--- config.mk ---
export PLATFORM = sky130hd
export DESIGN_NAME = instr_encoder
export DESIGN_NICKNAME = d
export VERILOG_FILES = /design/src/rtl/instr_encoder.sv
export SDC_FILE = /design/constraint.sdc
export NUM_CORES = 1
export LEC_CHECK = 0
export ABC_AREA = 1
export BUFFER_PORTS_ARGS = -buffer_cell sky130_fd_sc_hd__buf_2
export CAP_MARGIN = 25
export CORE_ASPECT_RATIO = 0.75
export CORE_MARGIN = 3
export CORE_UTILIZATION = 42
export DETAILED_ROUTE_END_ITERATION = 10
export PLACE_DENSITY_LB_ADDON = 0.3
export REMOVE_ABC_BUFFERS = 1
export SLEW_MARGIN = 40
export SYNTH_ARGS = -nofsm -noshare
export SYNTH_HDL_FRONTEND = slang
export SYNTH_SLANG_ARGS = --single-unit
--- constraint.sdc ---
create_clock -name clk -period 2 [get_ports clk]
set_input_delay 0.1 -clock clk [delete_from_list [all_inputs] [get_ports clk]]
set_output_delay 0.1 -clock clk [all_outputs]
set_load 0.1 [all_outputs]
--- src/rtl/instr_encoder.sv ---
// RV32I instruction word encoder: captures one encode request, validates it,
// and emits the encoded word to a sequential write port until DEPTH words are out.
module instr_encoder #(
    parameter logic [31:0] BASE_ADDR = 32'h0000_0000,
    parameter int          DEPTH     = 256
) (
    input  logic                     clk,
    input  logic                     rst,
    input  logic                     in_valid,
    output logic                     in_ready,
    input  logic [2:0]               op_class,
    input  logic [2:0]               funct3,
    input  logic                     funct7b5,
    input  logic [4:0]               rd,
    input  logic [4:0]               rs1,
    input  logic [4:0]               rs2,
    input  logic [31:0]              imm,
    output logic                     wr_en,
    output logic [31:0]              wr_addr,
    output logic [31:0]              wr_data,
    output logic [$clog2(DEPTH):0]   count,
    output logic                     full,
    output logic                     err
);

    localparam int             CW      = $clog2(DEPTH) + 1;
    localparam logic [CW-1:0]  DEPTH_C = CW'(DEPTH);

    localparam logic [2:0] CL_R    = 3'd0;
    localparam logic [2:0] CL_LOAD = 3'd1;
    localparam logic [2:0] CL_ALUI = 3'd2;
    localparam logic [2:0] CL_JALR = 3'd3;
    localparam logic [2:0] CL_S    = 3'd4;
    localparam logic [2:0] CL_B    = 3'd5;
    localparam logic [2:0] CL_LUI  = 3'd6;
    localparam logic [2:0] CL_JAL  = 3'd7;

    typedef enum logic [1:0] {
        IDLE   = 2'd0,
        ENCODE = 2'd1,
        WRITE  = 2'd2
    } state_t;

    function automatic logic [6:0] opcode_of(input logic [2:0] cls);
        logic [6:0] op;
        case (cls)
            CL_R:    op = 7'b0110011;
            CL_LOAD: op = 7'b0000011;
            CL_ALUI: op = 7'b0010011;
            CL_JALR: op = 7'b1100111;
            CL_S:    op = 7'b0100011;
            CL_B:    op = 7'b1100011;
            CL_LUI:  op = 7'b0110111;
            CL_JAL:  op = 7'b1101111;
            default: op = 7'b0000000;
        endcase
        return op;
    endfunction

    function automatic logic [31:0] encode(input logic [2:0] cls, input logic [2:0] f3,
                                           input logic f7, input logic [4:0] d,
                                           input logic [4:0] s1, input logic [4:0] s2,
                                           input logic [31:0] im);
        logic [6:0]  op;
        logic [31:0] w;
        op = opcode_of(cls);
        w  = 32'h0000_0000;
        case (cls)
            CL_R:    w = {1'b0, f7, 5'b00000, s2, s1, f3, d, op};
            CL_LOAD: w = {im[11:0], s1, f3, d, op};
            CL_ALUI: begin
                // shifts carry the shift amount plus the arithmetic/logical select bit
                if ((f3 == 3'b001) || (f3 == 3'b101)) begin
                    w = {1'b0, f7, 5'b00000, im[4:0], s1, f3, d, op};
                end else begin
                    w = {im[11:0], s1, f3, d, op};
                end
            end
            CL_JALR: w = {im[11:0], s1, 3'b000, d, op};
            CL_S:    w = {im[11:5], s2, s1, f3, im[4:0], op};
            CL_B:    w = {im[12], im[10:5], s2, s1, f3, im[4:1], im[11], op};
            CL_LUI:  w = {im[31:12], d, op};
            CL_JAL:  w = {im[20], im[10:1], im[11], im[19:12], d, op};
            default: w = 32'h0000_0000;
        endcase
        return w;
    endfunction

    function automatic logic is_legal(input logic [2:0] cls, input logic [2:0] f3,
                                      input logic im0);
        logic ok;
        case (cls)
            CL_B:    ok = ((f3 == 3'b000) || (f3 == 3'b001)) && !im0;
            CL_JAL:  ok = !im0;
            CL_S,
            CL_LOAD: ok = (f3 <= 3'b010);
            default: ok = 1'b1;
        endcase
        return ok;
    endfunction

    state_t          state_r, state_next_s;
    logic [2:0]      cls_r, f3_r;
    logic            f7b5_r;
    logic [4:0]      rd_r, rs1_r, rs2_r;
    logic [31:0]     imm_r;
    logic [CW-1:0]   count_r, count_next_s;
    logic            full_r, full_next_s;
    logic            in_ready_r, wr_en_r, err_r;
    logic [31:0]     wr_addr_r, wr_data_r;
    logic            accept_s, legal_s;
    logic [31:0]     enc_s, addr_s;

    assign accept_s = in_valid & in_ready_r;
    assign legal_s  = is_legal(cls_r, f3_r, imm_r[0]);
    assign enc_s    = encode(cls_r, f3_r, f7b5_r, rd_r, rs1_r, rs2_r, imm_r);
    assign addr_s   = BASE_ADDR + {{(30-CW){1'b0}}, count_r, 2'b00};

    // Next-state, count and full computation
    always_comb begin
        state_next_s = state_r;
        count_next_s = count_r;
        case (state_r)
            IDLE: begin
                if (accept_s) begin
                    state_next_s = ENCODE;
                end else begin
                    state_next_s = IDLE;
                end
            end
            ENCODE: begin
                if (legal_s) begin
                    state_next_s = WRITE;
                end else begin
                    state_next_s = IDLE;
                end
            end
            WRITE: begin
                state_next_s = IDLE;
                if (count_r != DEPTH_C) begin
                    count_next_s = count_r + {{(CW-1){1'b0}}, 1'b1};
                end else begin
                    count_next_s = count_r;
                end
            end
            default: state_next_s = IDLE;
        endcase
        full_next_s = (count_next_s == DEPTH_C);
    end

    // FSM state, count, full and ready registers
    always_ff @(posedge clk) begin
        if (rst) begin
            state_r    <= IDLE;
            count_r    <= '0;
            full_r     <= 1'b0;
            in_ready_r <= 1'b0;
        end else begin
            state_r    <= state_next_s;
            count_r    <= count_next_s;
            full_r     <= full_next_s;
            in_ready_r <= (state_next_s == IDLE) && !full_next_s;
        end
    end

    // Request field capture on accept
    always_ff @(posedge clk) begin
        if (rst) begin
            cls_r  <= 3'b000;
            f3_r   <= 3'b000;
            f7b5_r <= 1'b0;
            rd_r   <= 5'b00000;
            rs1_r  <= 5'b00000;
            rs2_r  <= 5'b00000;
            imm_r  <= 32'h0000_0000;
        end else if (accept_s) begin
            cls_r  <= op_class;
            f3_r   <= funct3;
            f7b5_r <= funct7b5;
            rd_r   <= rd;
            rs1_r  <= rs1;
            rs2_r  <= rs2;
            imm_r  <= imm;
        end
    end

    // Write-port and error pulses, zeroed outside their single active cycle
    always_ff @(posedge clk) begin
        if (rst) begin
            wr_en_r   <= 1'b0;
            wr_addr_r <= 32'h0000_0000;
            wr_data_r <= 32'h0000_0000;
            err_r     <= 1'b0;
        end else if ((state_r == ENCODE) && legal_s) begin
            wr_en_r   <= 1'b1;
            wr_addr_r <= addr_s;
            wr_data_r <= enc_s;
            err_r     <= 1'b0;
        end else begin
            wr_en_r   <= 1'b0;
            wr_addr_r <= 32'h0000_0000;
            wr_data_r <= 32'h0000_0000;
            err_r     <= (state_r == ENCODE);
        end
    end

    assign in_ready = in_ready_r;
    assign wr_en    = wr_en_r;
    assign wr_addr  = wr_addr_r;
    assign wr_data  = wr_data_r;
    assign count    = count_r;
    assign full     = full_r;
    assign err      = err_r;

endmodule

==> results of run 1 <==
## metrics by stage
step	instance area [um2]	hold WS, ps	cells	utilization
4_1_cts	6190	0.939	900	0.588
6_report	6190	17.0	900	0.588
3_3_place_gp	5170	347	821	0.491
2_1_floorplan	4370	169	564	-
3_5_place_dp	5170	343	821	0.491
5_1_grt	6190	13.6	900	0.588
## synth_stat cells, drive strengths merged, types with 2 or more instances
library cell,number
o21ai,65
a21boi,4
o211ai,6
nand3,39
nor3,5
nor2,143
a221oi,4
nand2,63
ha,4
xor2,4
buf,37
inv,50
a21oi,21
a22oi,5
a32oi,2
clkbuf,17
nand4,5
dfxtp,114
o22ai,3
## how the worst max path moves through the flow
| stage | startpoint | endpoint | slack [ps] | cells after the start |
|---|---|---|---|---|
| final | cls_r[2] | wr_data[20] | 240 | 9 |
| after global placement | in_ready | enc_s[5] | 380 | 7 |
| after CTS | cls_r[2] | wr_data[20] | 300 | 9 |
| after global routing | count[0] | full | 100 | 12 |
| after detailed placement | cls_r[2] | wr_data[20] | 320 | 9 |
| after floorplan | in_ready | enc_s[5] | -1690 | 7 |
## state kept, by name (all words and copies together) (netlist names), 2 cells and up
name     flops
imm_r       32
rd_r         5
rs1_r        5
rs2_r        5
wr_data     31
wr_addr      9
f3_r         3
count        9
enc_s        5
state_r      2
cls_r        3
## cell type report
class                   count  area [um2]  area share
flip-flops and latches    114        2280       0.368
clock buffers              26         489      0.0790
repair buffers            169        1110       0.180
well taps                 136         170      0.0275
multi-input cells         400        1900       0.306
clock inverters             5        52.6     0.00848
inverters                  50         190      0.0307
## power by group
part	internal (mW)	leakage [nW]	switching [mW]
combinational	0.223	1.70	0.532
sequential	2.38	0.929	0.0654
clock	1.79	0.264	0.959
total	4.39	2.89	1.56
## logic make-up (layout without fill, tap and decap cells)
logic type / Yosys count / count (layout) / share of synthesized area
xor gates and xnor gates: 4 / 4 / 0.00756
AOI/OAI and AO/OA: 111 / 111 / 0.136
and+or+nand+nor: 258 / 258 / 0.236
buffers and inverters: 104 / 250 / 0.116
other: 1 / 23 / 0.000810
DFF: 114 / 114 / 0.493
adders and majority gates: 4 / 4 / 0.0108
## routing by layer
metal  global-route usage  routed length [um]  vias to the layer above
met4               0.0734                 174                        0
li1                     -                   -                     2196
met3               0.0563                 869                       15
met1                0.267                5530                     1960
met2                0.293                5280                      182
met5                    0                   0                        -
## worst max-delay path, cell delays in order, from the launching register on
cell,delay [ps]
dfxtp_1,400
buf_4,190
nand2_1,200
nor2_1,400
inv_1,130
o22ai_1,130
nor2_1,50
o211ai_1,80
nand2_1,80
inv_1,60
## what timing repair did
action / 4_1_cts / 5_1_grt
hold buffers: 48 / 0
setup buffers: 0 / 0
setup endpoints to repair: 0 / 0
hold endpoints to repair: 48 / 0
==> results.json, run 1 <==
{
  "core-area_mm2": 0.0105,
  "globalRouteOverflowTotal": 0,
  "clock-root-buffer": "clkbuf_16",
  "slew_headroom": 0.658,
  "syn_area_per_cell_um2": 7.77,
  "grt_pass1_vias": 3940,
  "syn_inst": 596,
  "cp.arrival_ps": 2110,
  "initial_utilization": 0.440,
  "timing.fmax_mhz": 570,
  "syn_to_final_growth_pct": 33.7,
  "slew_violations": 0,
  "path_class": "reg2reg",
  "finClkSkew_ps": 9.57,
  "ys_ff_latch": 114,
  "fp.dieArea_mm2": 0.0123,
  "cp-end-kind": "register",
  "numPortBuffers": 110,
  "drt_first_pass_iters": 5,
  "insertion_delay_ps": 410,
  "synth_ff_type": "dfxtp_1",
  "synth_top_cell_by_area": "dfxtp_1",
  "cts_resized": 0,
  "routed_wl_um": 11900,
  "preCtsSetupSlack_ps": 321,
  "setup_ws_ps": 245,
  "r2r_slack_ps": 240,
  "reg2reg_from": "cls_r[2]",
  "netlist.area_leader.share": 0.493,
  "avgViaCountPerCell": 4.84,
  "grt_usage": 0.195,
  "cts_tree": "built",
  "fillers": 957,
  "die_y_um": 96.9,
  "cp.required_ps": 2350,
  "io_pins": 134,
  "synth_warnings": 0,
  "grt_pass1_wl_um": 19300,
  "wl_per_cell_um": 13.2,
  "whs_endpoint": "imm_r[0]",
  "min_from": "imm[0]",
  "final-hold-violation-count": 0,
  "clk_pin_slew_ps": 50,
  "fin_crit_sh": 0.878,
  "drcViolationCount": 0,
  "cts_buffer_depth": 2,
  "dieWidth_um": 127,
  "layout_commonest_cell": "nor2_1",
  "htreeDepth": 4,
  "power_density_mw_per_mm2": 960,
  "grt_start_max_net_pins": 53,
  "final.setup.tns_ps": 0,
  "drive_gt1_frac": 0.213,
  "reg2regPathDepth": 9,
  "route.antenna.remaining_nets": 0,
  "p_leak_nw": 2.89,
  "n_antenna_cell": 0,
  "worst_hold_path.num_cells": 3,
  "final_cell_mix": "nor2_1 (141), dfxtp_1 (114), buf_2 (110)",
  "status": "finished clean",
  "rsz0062_at_grt": "false",
  "hold_class": "in2reg",
  "fin_total_pwr_mw": 5.95,
  "mappedNetlistArea_mm2": 0.00463,
  "critPathMaxFanout": 10,
  "drt_iter0_markers": 314,
  "core.rowCount": 32,
  "async_flop_share": 0,
  "yosys-top-cells-area": "dfxtp_1 (49%), nor2_1 (11%), o21ai_0 (6.3%), nand2_1 (4.9%), nand3_1 (4.1%)",
  "r2r-end": "wr_data[20]",
  "ir_worst_vdd_mv": 0.600,
  "grt_antenna_before_repair": 0,
  "tightest_slew_ps": 517,
  "dp_hpwl_um": 8370,
  "report.final.setup_viol": 0,
  "min_period_ps": 1760,
  "synth_cell_type_count": 37,
  "cap_viol_max_count": 0,
  "gp_congestion": 0.925,
  "cp-start-kind": "register",
  "seq_area_frac_synth": 0.493,
  "vias": 4353,
  "cts_buffers": 17,
  "cts_sinks": 114,
  "synth_edf_count": 0,
  "final_nets": 813
}
Power figures use the tool's default switching activity.
==> inputs of run 2 (changes only) <==
Settings changed: ABC_AREA 1 to not set.
==> results.json, run 2 <==
{
  "drive_gt1_frac": 0.242,
  "combPwrFrac": 0.111,
  "p_clk_frac": 0.476,
  "reg2reg_from": "count[0]",
  "slew_violations": 0,
  "n_antenna_cell": 0,
  "synth_top_family_by_area": "simple AND/OR/NAND/NOR gates",
  "grt_pass1_wl_um": 17800,
  "largest_reg_flops": 32,
  "dp_hpwl_um": 7460,
  "drcViolationCount": 0,
  "synth_fa_ha_area_frac": 0.0114,
  "async_flop_share": 0,
  "avgViaCountPerCell": 4.82,
  "synth-xor-area-share": 0.0140,
  "final_nets": 737,
  "min_from": "rst",
  "wl_met1_um": 5120,
  "route.antenna.remaining_nets": 0,
  "grt_antenna_before_repair": 0,
  "yosys.area_share.simple": 0.201,
  "numPortBuffers": 110,
  "clock-root-buffer": "clkbuf_16",
  "synth_mux_area_frac": 0.0313,
  "layout_commonest_cell": "nand2_1",
  "synth_compound_area_frac": 0.144,
  "mappedNetlistArea_mm2": 0.00439,
  "final-hold-violation-count": 0,
  "synth_edf_count": 0,
  "cp.required_ps": 2340,
  "grt_start_max_net_pins": 40,
  "cts_sinks": 114,
  "cts_buffer_depth": 2,
  "core.rowCount": 31,
  "rsz0062_at_grt": "false",
  "grt_pass1_vias": 3812,
  "gp_congestion": 0.859,
  "final_cell_area_mm2": 0.00608,
  "fillers": 847,
  "io_pins": 134,
  "synth_most_common_cell": "nand2_1",
  "die_y_um": 94.6,
  "timing.fmax_mhz": 523,
  "cts_tree": "built",
  "dieWidth_um": 124,
  "vias": 3948,
  "report.final.setup_viol": 0,
  "crit_start": "count[0]",
  "fin_total_pwr_mw": 5.77,
  "synth_cell_type_count": 49,
  "routed_wl_um": 11300,
  "cts.hold.buffers_added": 54,
  "ys_ff_latch": 114,
  "path_class": "reg2reg",
  "clk_pin_slew_ps": 50,
  "power_density_mw_per_mm2": 950,
  "wl_met2_um": 5310,
  "placed_area_mm2": 0.00499,
  "hold_class": "in2reg",
  "yosys-top-cells-area": "dfxtp_1 (52%), nand2_1 (11%), a21oi_1 (7.6%), buf_4 (4.3%), nor2_1 (3.2%)",
  "slew_headroom": 0.573,
  "synth_warnings": 0,
  "cp.arrival_ps": 2250,
  "seq_power_share": 0.413,
  "wl_per_cell_um": 13.8,
  "top_register": "imm_r",
  "syn_area_per_cell_um2": 8.58,
  "insertion_delay_ps": 400,
  "setup_ws_ps": 89.1,
  "swShare": 0.246,
  "cp-end-kind": "register",
  "ir_worst_vdd_mv": 0.734,
  "finClkSkew_ps": 9.36,
  "netlist.area_leader.share": 0.519,
  "fp.dieArea_mm2": 0.0117,
  "globalRouteOverflowTotal": 0,
  "cap_viol_max_count": 0,
  "synth.top_cells.by_count": "nand2_1 (128), dfxtp_1 (114), a21oi_1 (67), nor2_1 (37), buf_4 (25)",
  "p_leak_nw": 2.60,
  "grt_usage": 0.198,
  "synth_top_cell_by_area": "dfxtp_1",
  "synth_ff_type": "dfxtp_1",
  "core-area_mm2": 0.00993,
  "drt_first_pass_iters": 4,
  "p_int_mw": 4.35,
  "syn_inst": 512,
  "fin_crit_sh": 0.955,
  "critPathMaxFanout": 7,
  "syn_to_final_growth_pct": 38.4,
  "seq_area_frac_synth": 0.519,
  "cts_setup_buffers": 0,
  "initial_utilization": 0.443,
  "drt_iter0_markers": 312,
  "status": "finished clean",
  "htreeDepth": 4,
  "final_cell_mix": "nand2_1 (127), dfxtp_1 (114), buf_2 (110)",
  "preCtsSetupSlack_ps": 135,
  "tightest_slew_ps": 635,
  "min_period_ps": 1910,
  "cts_buffers": 17,
  "cts_resized": 0,
  "top_layer": "met4",
  "met3WireLength_um": 768,
  "cp-start-kind": "register",
  "p_switching_mw": 1.42
}
-- run 2: changes by cell type in the layout (fill, tap and decap cells not counted), moves of 6 or more --
cell | before | now
a21oi_1 | 21 | 67
mux2i_1 | 0 | 7
inv_1 | 44 | 11
and2_1 | 1 | 11
dlygate4sd3_1 | 48 | 54
nand2_1 | 59 | 127
nand3_1 | 38 | 3
nor2_1 | 141 | 37
o21ai_0 | 58 | 5
-- run 2: final timing paths --
check	endpoint	slack (ps)	depth (start not counted)
min	cls_r[0]	5	2
max	full	90	6
min reg2reg	wr_data[2]	420	1
max reg2reg	full	90	6
-- run 2: through the flow --
| stage | setup TNS (ps) | util | hold slack, ps | instances |
|---|---|---|---|---|
| 6_report | 0 | 0.612 | 5.05 | 819 |
| 5_1_grt | 0 | 0.612 | 5.24 | 819 |
| 4_1_cts | 0 | 0.612 | 1.90 | 819 |
| 3_5_place_dp | 0 | 0.503 | 347 | 735 |
| 3_3_place_gp | 0 | 0.503 | 341 | 735 |
| 2_1_floorplan | -26930 | - | 169 | 480 |
-- run 2: routing by layer --
| layer | vias up | GRT usage |
|---|---|---|
| li1 | 1981 | - |
| met1 | 1818 | 0.247 |
| met2 | 141 | 0.322 |
| met3 | 8 | 0.0695 |
| met4 | 0 | 0.0629 |
| met5 | - | 0 |
-- run 2: cells by family (layout without fill, tap and decap cells) --
family | after synthesis | in the layout
and+or+nand+nor | 204 | 204
adders and majority gates | 4 | 4
buffers and inverters | 65 | 218
AOI/OAI and AO/OA | 105 | 105
other | 1 | 23
xor gates and xnor gates | 7 | 7
muxes | 12 | 12
DFF | 114 | 114
-- run 2: area by class of cell --
| cell class | instances | area, um2 | share of cell area |
|---|---|---|---|
| inverter | 11 | 41.3 | 0.00679 |
| clock inverter | 6 | 55.1 | 0.00906 |
| timing repair buffer | 177 | 1190 | 0.196 |
| multi-input combinational | 355 | 1860 | 0.305 |
| tap | 132 | 165 | 0.0272 |
| clock buffer | 24 | 492 | 0.0809 |
| sequential | 114 | 2280 | 0.375 |
-- run 2: worst max-delay path, stage by stage, from the launching register on --
cell and delay (ps):
dfxtp_1 470, inv_1 150, ha_1 250, a41oi_2 260
mux2i_1 140, a2111oi_2 400, nor2b_1 170
-- run 2: power groups by stage --
| stage | Clock (mW) | Combinational, mW | Sequential, mW |
|---|---|---|---|
| after floorplan | 0 | 0.345 | 2.48 |
| after global placement | 0 | 0.552 | 2.43 |
| after detailed placement | 0 | 0.557 | 2.43 |
| after CTS | 2.79 | 0.640 | 2.38 |
| after global routing | 2.90 | 0.692 | 2.39 |
| final | 2.75 | 0.644 | 2.38 |
==> inputs of run 3 (changes only) <==
Settings changed: CORE_ASPECT_RATIO 0.75 to 0.6.
==> results.json, run 3 (synthesis gave the netlist of run 2 again) <==
{
  "status": "finished clean",
  "timing.fmax_mhz": 545,
  "largest_reg_flops": 32,
  "grt_pass1_wl_um": 19200,
  "r2r_slack_ps": 160,
  "globalRouteOverflowTotal": 0,
  "n_antenna_cell": 0,
  "wl_per_cell_um": 14.4,
  "final_nets": 737,
  "grt_antenna_before_repair": 0,
  "fin_total_pwr_mw": 6.57,
  "syn_to_final_growth_pct": 41.9,
  "gp_congestion": 0.833,
  "cts_tree": "built",
  "vias": 4022,
  "combPwrFrac": 0.099,
  "core.rowCount": 28,
  "slew_violations": 0,
  "routed_wl_um": 11900,
  "cts_buffers": 17,
  "final-hold-violation-count": 0,
  "tightest_slew_ps": 794,
  "initial_utilization": 0.439,
  "avgViaCountPerCell": 4.88,
  "slew_headroom": 0.466,
  "path_class": "reg2reg",
  "fillers": 855,
  "final.setup.tns_ps": 0,
  "cp.required_ps": 2340,
  "cts_sinks": 114,
  "rsz0062_at_grt": "false",
  "grt_usage": 0.205,
  "power_density_mw_per_mm2": 1050,
  "dp_hpwl_um": 7830,
  "layout_commonest_cell": "nand2_1",
  "fp.dieArea_mm2": 0.0118,
  "drt_iter0_markers": 236,
  "top_register": "imm_r",
  "min_period_ps": 1840,
  "final_cell_mix": "nand2_1 (127), dfxtp_1 (114), buf_2 (110)",
  "grt_pass1_vias": 3945,
  "numPortBuffers": 110,
  "cp-start-kind": "register",
  "p_clk_frac": 0.538,
  "insertion_delay_ps": 400,
  "io_pins": 134,
  "critPathMaxFanout": 7,
  "finClkSkew_ps": 6.65,
  "fin_crit_sh": 0.918,
  "ir_worst_vdd_mv": 0.689,
  "clk_pin_slew_ps": 50,
  "cts_setup_buffers": 0,
  "p_leak_nw": 2.66,
  "seq_power_share": 0.363,
  "cp-end-kind": "register",
  "die_y_um": 85.2,
  "p_int_mw": 5.07,
  "drive_gt1_frac": 0.245,
  "core-area_mm2": 0.0100,
  "cp.arrival_ps": 2180,
  "dieWidth_um": 138,
  "cap_viol_max_count": 0,
  "grt_start_max_net_pins": 38,
  "setup_ws_ps": 165,
  "final_core_util": 0.622,
  "route.antenna.remaining_nets": 0,
  "swShare": 0.228,
  "p_switching_mw": 1.50,
  "holdWs_ps": 81.1,
  "cts_buffer_depth": 2,
  "htreeDepth": 4,
  "drt_first_pass_iters": 7,
  "hold_class": "in2reg",
  "report.final.setup_viol": 0,
  "drcViolationCount": 0,
  "clock-root-buffer": "clkbuf_16",
  "preCtsSetupSlack_ps": 155
}
## run 3: layout make-up
class / instances / area (um2) / area share
Tap cell: 135 / 169 / 0.0271
Clock inverter: 10 / 228 / 0.0365
Inverter: 11 / 41.3 / 0.00662
Sequential cell: 114 / 2280 / 0.366
Clock buffer: 22 / 464 / 0.0745
Multi-Input combinational cell: 355 / 1860 / 0.299
Timing Repair Buffer: 177 / 1190 / 0.190
## run 3: per-stage QoR
step	instances	cell area (um2)
4_1_cts	824	6230
5_1_grt	824	6230
3_3_place_gp	739	5000
3_5_place_dp	739	5000
2_1_floorplan	480	4180
6_report	824	6230
## run 3: worst paths after layout
kind	startpoint	end	cells past startpoint
min	rst	err	4
min reg2reg	enc_s[2]	wr_data[2]	1
max reg2reg	count[0]	full	6
max	count[0]	full	6
## run 3: per-layer routing
layer  GRT usage  vias to the layer above  share of wire  wire length, um
met3      0.0698                       18          0.070              838
li1            -                     1991              -                -
met2       0.318                      145           0.44             5290
met1       0.271                     1868           0.47             5590
met5           0                        -              0                0
met4      0.0655                        0          0.015              177
## run 3: what timing repair did
item,in CTS,in global routing
hold buffers,53,0
gates resized for setup,0,1
setup endpoints to repair,0,2
endpoints found under the hold margin,53,0
## run 3: worst max-delay path, stage by stage, from the launching register on
cell and delay (ps):
dfxtp_1 460, inv_1 140, ha_1 250, a41oi_2 250, mux2i_1 140, a2111oi_2 370
nor2b_1 170
## run 3: power by group through the flow
| stage | logic (mW) | clock network (mW) | registers [mW] |
|---|---|---|---|
| 2_1_floorplan | 0.345 | 0 | 2.48 |
| 3_3_place_gp | 0.555 | 0 | 2.43 |
| 3_5_place_dp | 0.560 | 0 | 2.43 |
| 4_1_cts | 0.642 | 3.58 | 2.38 |
| 5_1_grt | 0.696 | 3.70 | 2.39 |
| 6_report | 0.648 | 3.53 | 2.38 |
